File: src/rtl/mult_div_unit.sv
// Sequential signed multiply/divide unit: radix-2 Booth MULT and restoring DIV.
// Results are returned on HI/LO, with done and ErroDiv (divide by zero) pulses.
module mult_div_unit #(
  parameter int unsigned WIDTH = 32
) (
  input  logic             clk,
  input  logic             reset,
  input  logic             start,
  input  logic             MultOrDiv,
  input  logic [WIDTH-1:0] A,
  input  logic [WIDTH-1:0] B,
  output logic [WIDTH-1:0] HI,
  output logic [WIDTH-1:0] LO,
  output logic             busy,
  output logic             done,
  output logic             ErroDiv
);

  localparam int unsigned CNT_W = 6;

  typedef enum logic [2:0] {
    ST_IDLE = 3'd0,
    ST_MULT = 3'd1,
    ST_DIV  = 3'd2,
    ST_FIX  = 3'd3,
    ST_DONE = 3'd4
  } state_e;

  state_e             state_q, state_d;
  logic [CNT_W-1:0]   cnt_q, cnt_d;
  // MULT: {p_hi, p_lo, q_m1} is the Booth accumulator, m is the sign-extended multiplicand.
  // DIV:  p_hi holds the partial remainder, p_lo shifts dividend out / quotient in, m is |B|.
  logic [WIDTH:0]     p_hi_q, p_hi_d;
  logic [WIDTH-1:0]   p_lo_q, p_lo_d;
  logic               q_m1_q, q_m1_d;
  logic [WIDTH:0]     m_q, m_d;
  logic               neg_quo_q, neg_quo_d;
  logic               neg_rem_q, neg_rem_d;
  logic [WIDTH-1:0]   hi_q, hi_d;
  logic [WIDTH-1:0]   lo_q, lo_d;
  logic               busy_q, busy_d;
  logic               done_q, done_d;
  logic               err_q, err_d;

  logic [WIDTH:0]     booth_sum;
  logic [WIDTH:0]     booth_hi;
  logic [WIDTH-1:0]   booth_lo;
  logic [WIDTH:0]     div_shift;
  logic               div_ge;
  logic [WIDTH-1:0]   div_diff;
  logic [WIDTH-1:0]   div_rem;
  logic [WIDTH-1:0]   div_quo;
  logic [WIDTH-1:0]   abs_a;
  logic [WIDTH-1:0]   abs_b;
  logic               last_step;

  // Per-cycle datapath for one Booth step and one restoring-division step
  always_comb begin
    case ({p_lo_q[0], q_m1_q})
      2'b01:   booth_sum = p_hi_q + m_q;
      2'b10:   booth_sum = p_hi_q - m_q;
      default: booth_sum = p_hi_q;
    endcase
    booth_hi  = {booth_sum[WIDTH], booth_sum[WIDTH:1]};
    booth_lo  = {booth_sum[0], p_lo_q[WIDTH-1:1]};

    div_shift = {p_hi_q[WIDTH-1:0], p_lo_q[WIDTH-1]};
    div_ge    = div_shift >= {1'b0, m_q[WIDTH-1:0]};
    div_diff  = div_shift[WIDTH-1:0] - m_q[WIDTH-1:0];
    div_rem   = div_ge ? div_diff : div_shift[WIDTH-1:0];
    div_quo   = {p_lo_q[WIDTH-2:0], div_ge};

    abs_a     = A[WIDTH-1] ? (~A + WIDTH'(1)) : A;
    abs_b     = B[WIDTH-1] ? (~B + WIDTH'(1)) : B;
    last_step = (cnt_q == CNT_W'(WIDTH - 1));
  end

  // Next-state and registered-output logic
  always_comb begin
    state_d   = state_q;
    cnt_d     = cnt_q;
    p_hi_d    = p_hi_q;
    p_lo_d    = p_lo_q;
    q_m1_d    = q_m1_q;
    m_d       = m_q;
    neg_quo_d = neg_quo_q;
    neg_rem_d = neg_rem_q;
    hi_d      = hi_q;
    lo_d      = lo_q;
    busy_d    = 1'b0;
    done_d    = 1'b0;
    err_d     = 1'b0;

    case (state_q)
      ST_IDLE: begin
        if (start) begin
          cnt_d     = '0;
          p_hi_d    = '0;
          q_m1_d    = 1'b0;
          neg_quo_d = A[WIDTH-1] ^ B[WIDTH-1];
          neg_rem_d = A[WIDTH-1];
          if (!MultOrDiv) begin
            p_lo_d  = B;
            m_d     = {A[WIDTH-1], A};
            state_d = ST_MULT;
            busy_d  = 1'b1;
          end else if (B == '0) begin
            state_d = ST_DONE;
            done_d  = 1'b1;
            err_d   = 1'b1;
          end else begin
            p_lo_d  = abs_a;
            m_d     = {1'b0, abs_b};
            state_d = ST_DIV;
            busy_d  = 1'b1;
          end
        end
      end
      ST_MULT: begin
        cnt_d  = cnt_q + CNT_W'(1);
        p_hi_d = booth_hi;
        p_lo_d = booth_lo;
        q_m1_d = p_lo_q[0];
        if (last_step) begin
          hi_d    = booth_hi[WIDTH-1:0];
          lo_d    = booth_lo;
          state_d = ST_DONE;
          done_d  = 1'b1;
        end else begin
          busy_d  = 1'b1;
        end
      end
      ST_DIV: begin
        cnt_d  = cnt_q + CNT_W'(1);
        p_hi_d = {1'b0, div_rem};
        p_lo_d = div_quo;
        busy_d = 1'b1;
        if (last_step) state_d = ST_FIX;
      end
      ST_FIX: begin
        // Quotient sign from sign(A)^sign(B); remainder follows the dividend.
        lo_d    = neg_quo_q ? (~p_lo_q + WIDTH'(1)) : p_lo_q;
        hi_d    = neg_rem_q ? (~p_hi_q[WIDTH-1:0] + WIDTH'(1)) : p_hi_q[WIDTH-1:0];
        state_d = ST_DONE;
        done_d  = 1'b1;
      end
      ST_DONE: state_d = ST_IDLE;
      default: state_d = ST_IDLE;
    endcase
  end

  always_ff @(posedge clk or negedge reset) begin
    if (!reset) begin
      state_q   <= ST_IDLE;
      cnt_q     <= '0;
      p_hi_q    <= '0;
      p_lo_q    <= '0;
      q_m1_q    <= 1'b0;
      m_q       <= '0;
      neg_quo_q <= 1'b0;
      neg_rem_q <= 1'b0;
      hi_q      <= '0;
      lo_q      <= '0;
      busy_q    <= 1'b0;
      done_q    <= 1'b0;
      err_q     <= 1'b0;
    end else begin
      state_q   <= state_d;
      cnt_q     <= cnt_d;
      p_hi_q    <= p_hi_d;
      p_lo_q    <= p_lo_d;
      q_m1_q    <= q_m1_d;
      m_q       <= m_d;
      neg_quo_q <= neg_quo_d;
      neg_rem_q <= neg_rem_d;
      hi_q      <= hi_d;
      lo_q      <= lo_d;
      busy_q    <= busy_d;
      done_q    <= done_d;
      err_q     <= err_d;
    end
  end

  assign HI      = hi_q;
  assign LO      = lo_q;
  assign busy    = busy_q;
  assign done    = done_q;
  assign ErroDiv = err_q;

endmodule

File: config.mk
export PLATFORM = sky130hd
export DESIGN_NAME = mult_div_unit
export DESIGN_NICKNAME = d
export VERILOG_FILES = /design/src/rtl/mult_div_unit.sv
export SDC_FILE = /design/constraint.sdc
export NUM_CORES = 1
export LEC_CHECK = 0
export ABC_AREA = 1
export ABC_CLOCK_PERIOD_IN_PS = 3130
export CAP_MARGIN = 25
export CORE_MARGIN = 1.5
export CORE_UTILIZATION = 25
export CTS_CLUSTER_SIZE = 30
export DETAILED_ROUTE_END_ITERATION = 10
export DONT_BUFFER_PORTS = 1
export PLACE_DENSITY = 0.49
export SYNTH_ARGS = -nofsm -noshare
export SYNTH_HDL_FRONTEND = slang
export SYNTH_SLANG_ARGS = --single-unit
export TNS_END_PERCENT = 20
File: constraint.sdc
create_clock -name clk -period 3.13 [get_ports clk]
set_input_delay 0.626 -clock clk [delete_from_list [all_inputs] [get_ports clk]]
set_output_delay 0.626 -clock clk [all_outputs]
set_load 0.1 [all_outputs]
; Word-level counts from Yosys, hierarchy flattened
; Index checks and enable logic that the tools add are counted.
[classes]
n_div = 0
n_addsub = 8
n_shift = 0
n_eq_ne = 11
n_mul = 0
reduce_logical = 15
magnitude_cmp = 1
n_mux = 39
n_bitwise = 5
[op_table]
columns = cell, count
row1 = $mux W32, 10
row2 = $add A32 B1 Y32 const B, 4
row3 = $not A32 Y32, 4
row4 = $pmux W32 S2, 2
row5 = $mux W33, 3
row6 = $pmux W33 S3, 1
row7 = $pmux W32 S3, 1
row8 = $pmux W33 S2, 1
row9 = $add A33 B33 Y33, 1
row10 = $ge A33 B32 Y1, 1
row11 = $sub A33 B33 Y33, 1
row12 = $logic_not A32 Y1, 1
row13 = $sub A32 B32 Y32, 1
row14 = $mux W3, 5
row15 = $pmux W3 S4, 1
row16 = $pmux W6 S2, 1
row17 = $mux W1, 10
row18 = $reduce_and A2 Y1, 5
row19 = $reduce_and A3 Y1, 3
row20 = $ne A2 B2 Y1 const B, 4
row21 = $add A6 B1 Y6 const B, 1
row22 = $eq A3 B2 Y1 const B, 2
row23 = $eq A6 B5 Y1 const B, 1
row24 = $mux W6, 1
row25 = 11 further kinds, 14
[totals]
inputBits = 68
elab_cells = 92
rom_bits = 0
out_inout_bits = 67
ff_bits = 177
latch_bits = 0
n_memories = 0
ramBits = 0

; Depth between registers and ports, before layout
[logic_depth]
ltp_word = 7
ltp_mapped = 26
ltp_nobuf = 26

; Least setup slack after synthesis
; OpenSTA, ideal clock, no wires.
[synth_timing]
kind = register to register
from = register m_q[1]
to = register p_hi_q[32]
t_required_ps = 3003
n_path_buf = 0
synth_period_minus_slack_ps = 3108
arrival_time_ps = 2982
setup_slack_ps = 22
stages_incl_launch_ff = 27
setup_ps = 127
path_cell_list = dfrtp_1 > inv_1 > ha_1 > nand2_1 > nor2_1 > nand2_1 > nor2_1 > a21oi_1 > a21oi_2 > o21ai_0 > nor2_1 > xor2_1 > ha_1 > nand2_1 > inv_1 > nand2_1 > nand2_1 > nand2_1 > nand2_1 > a21oi_1 > nand2_1 > nand2_1 > nand3_1 > nand2_1 > nand2_1 > nand2_1 > o21ai_0
[synth_via]
elab_chain_cells = 3
elab_cells_between_ends = 4
cone_classes = add/sub: 2 / mux: 2
[synth_rtl]
columns = element, line_no
row1 = "start, declared", 36  ; logic [WIDTH:0] m_q, m_d;
row2 = "start signal, assigned", 173  ; m_q <= m_d;
row3 = $sub A33 B33 Y33 / $add A33 B33 Y33 (equally long branches), "61, 60"
row4 = $pmux W33 S2 (*), 59  ; case ({p_lo_q[0], q_m1_q})
row5 = $pmux W33 S3 (*), 94  ; case (state_q)
row6 = "end signal, assigned", 170  ; p_hi_q <= p_hi_d;
row7 = "end, declared", 33  ; logic [WIDTH:0] p_hi_q, p_hi_d;
; Mark *: on every way between the ends. The rest lies on a longest branch, timed or not.
; A chain may end at the register's enable or synchronous reset.

; Worst setup path in the final report
[layout_timing]
from = register m_q[0]
to = register p_hi_q[32]
; Same word-level chain as after synthesis.

==> results.toml <==
[run_status]
status = "complete, but fails checks"
violations = "negative hold slack, negative setup slack"

[global_routing]
grt_max_degree = 178
track_usage_pct = 21.37
grt_pass1_vias = 18710
grt_pass1_wl_mm = 117.5
grt_overflow_total = 0
antenna_found_initial = 2

[layout]
drive_gt1_share_pct = 19.39
synthToLayoutAreaGrowth_pct = 24.01
nets = 3145
seq_area_um2 = 4429
layout_common_cells = "702 x nand2_1, 305 x inv_1, 244 x buf_4, 243 x nor2_1, 215 x nand3_1"
fillCellCount = 7922
mostFrequentLayoutCell = "nand2_1"
fin_util_pct = 31.35
multi_input_area_um2 = 12530
diodes = 0

[hold_path]
hold_class = "in -> async"

[place]
place.gp.congestion = 0.9851
hpwl_mm = 61.96
io_buffer_count = 0

[drt]
postRouteAntennaNets = 0
dr_total_vias = 19750
drt_iter0_markers = 1688
vias_per_cell = 4.991
finalWirelength_mm = 78.86
routedWlPerCell_um = 19.93
drc = 0
first_pass_iters = 7

[synthesis]
syn_area_per_cell_um2 = 6.260
async_reset_ff_share_pct = 100.0
synth_area_leader_cell = "dfrtp_1"
seq_area_frac_synth_pct = 24.97
synth-edff-count = 0
synth.distinct_cells = 62
ys_ff_latch = 177
yosys_warnings = 0
netlist_area_um2 = 17740
syn_inst = 2833
yosysTopAreaCellShare_pct = 24.97
synthFlopType = "dfrtp_1"
synthTopCellsByArea = "dfrtp_1 25%, nand2_1 16%, nand3_1 6.7%, inv_1 6.7%, nor2_1 5.7%"
syn-num-nets = 2974

[floorplanning]
die_h_um = 269.4
design.core.area_um2 = 70150
io_pins = 135
rows = 97
fp.dieW_um = 269.4
start_util_pct = 25.28
dieArea_um2 = 72550

[cts]
cts-root-buf = "clkbuf_16"
clk_latency_ps = 520
cts_tree = "built"
cts_sinks = 177
path_clk_slew_ps = 80
h-tree-depth = 4
clockBufferDepth = 2
cts_buffers = 17

[setup_path]
startpoint_type = "flop"
path_max_fanout = 5
worstSetupPathType = "reg -> reg"
reg2reg_from = "m_q[0]"
cpMaxStageDelayCell = "dfrtp_1"
path_buf_inv = 3
rr_worst_depth = 23
worst_setup_path_end_kind = "flop"
cp_top_family = "simple AND/OR/NAND/NOR gates"
critPathLaunch = "m_q[0]"
path_depth = 23
crit_chain = "inv_2 > nand3_2 > nor2_2 > nand4_1 > nor2_4 > nand4_1 > nor2_1 > buf_4 > a21oi_1 > xor2_1 > inv_1 > ha_4 > a21o_1 > nor2_4 > nand2_2 > a21oi_2 > nand2_1 > nand2_1 > nand3_1 > nand2_1 > nand2_2 > nand2_2 > o21ai_1"
required_ps = 3520
cp.arrival_ps = 3760
slowest_delay_ps = 390

[sta]
slew_violations = 0
layout_setup_ws_ps = -240.3
fmax_mhz = 296.7
hold_viol = 177
tightest_slew_ps = 1027
rsz0062_at_grt = "yes"
slew_headroom_pct = 31.51
fin_skew_ps = 19.25
finalSetupViolCount = 37
fin_crit_ps = 3370
fin_crit_sh_pct = 107.7
holdWs_ps = -195.8

[run]
cap_viol_max_count = 0
## per-stage QoR
stage / setup TNS (ps) / instances / cell area [um2] / setup WS (ps)
6_report: -5122 / 3957 / 21990 / -240.3
3_5_place_dp: -14800 / 3909 / 20300 / -522.2
4_1_cts: -7247 / 3944 / 21310 / -308.5
3_3_place_gp: -13420 / 3909 / 20300 / -455.3
5_1_grt: -15800 / 3957 / 21990 / -489.3
2_1_floorplan: 0 / 2833 / 17740 / 21.55
## what timing repair did
action / CTS / global route
endpoints found under the hold margin: 177 / 177
setup endpoints to repair: 47 / 54
buffers inserted: 3 / 13
gates resized for setup: 105 / 158
pin swaps: 32 / 69
## registers in the layout (all words and copies together) (netlist names), 3 cells and up
| register | flops |
|---|---|
| HI | 32 |
| m_q | 33 |
| p_hi_q | 33 |
| state_q | 3 |
| LO | 32 |
| p_lo_q | 32 |
| cnt_q | 6 |
## path summary, 6_finish.rpt
path / to / slack [ps]
max in group asynchronous: neg_quo_q / 3010
worst max register to register: p_hi_q[32] / -240
worst max-delay path: p_hi_q[32] / -240
worst min-delay path: HI[30] / -200
worst min register to register: cnt_q[0] / 530
min in group clk: neg_rem_q / 260
## cells by family after synthesis
logic type               share of synthesized area, %
AO/OA/AOI/OAI                                   19.20
flip-flops                                      24.97
adder cells (fa/ha/maj)                         5.235
AND/OR/NAND/NOR                                 34.75
buffers and inverters                           9.869
XOR/XNOR                                        5.975
## Yosys cell counts (13+ instances only)
| master | n |
|---|---|
| ha_1 | 71 |
| xor2_1 | 101 |
| inv_1 | 317 |
| clkbuf_1 | 67 |
| inv_2 | 14 |
| dfrtp_1 | 177 |
| nand4_1 | 34 |
| o221ai_1 | 14 |
| nor2_2 | 13 |
| a21oi_1 | 192 |
| xnor2_1 | 20 |
| nor4_1 | 14 |
| nor2_1 | 271 |
| o21ai_1 | 47 |
| nand2_1 | 762 |
| o22ai_1 | 35 |
| o211ai_1 | 31 |
| nor3_1 | 40 |
| nand3_1 | 239 |
| nand2_2 | 14 |
| o21ai_0 | 200 |
## final cells by class
cell class / instances / share of cell area, %
Inverter: 334 / 5.734
Tap cell: 940 / 5.347
Multi-Input combinational cell: 2218 / 56.96
Timing Repair Buffer: 256 / 9.142
Sequential cell: 177 / 20.14
Clock buffer: 18 / 1.951
Clock inverter: 14 / 0.7281
## routing by layer
| metal | vias to the layer above | part of all wire, % | track usage, % |
|---|---|---|---|
| li1 | 9734 | - | - |
| met1 | 9337 | 46 | 29.32 |
| met2 | 595 | 44 | 33.38 |
| met3 | 84 | 6.5 | 4.097 |
| met4 | 0 | 2.9 | 7.289 |
| met5 | - | 0 | 0 |
Power is not shown: default switching activity piles up to over one toggle a cycle in this logic, so the estimate is an artifact.
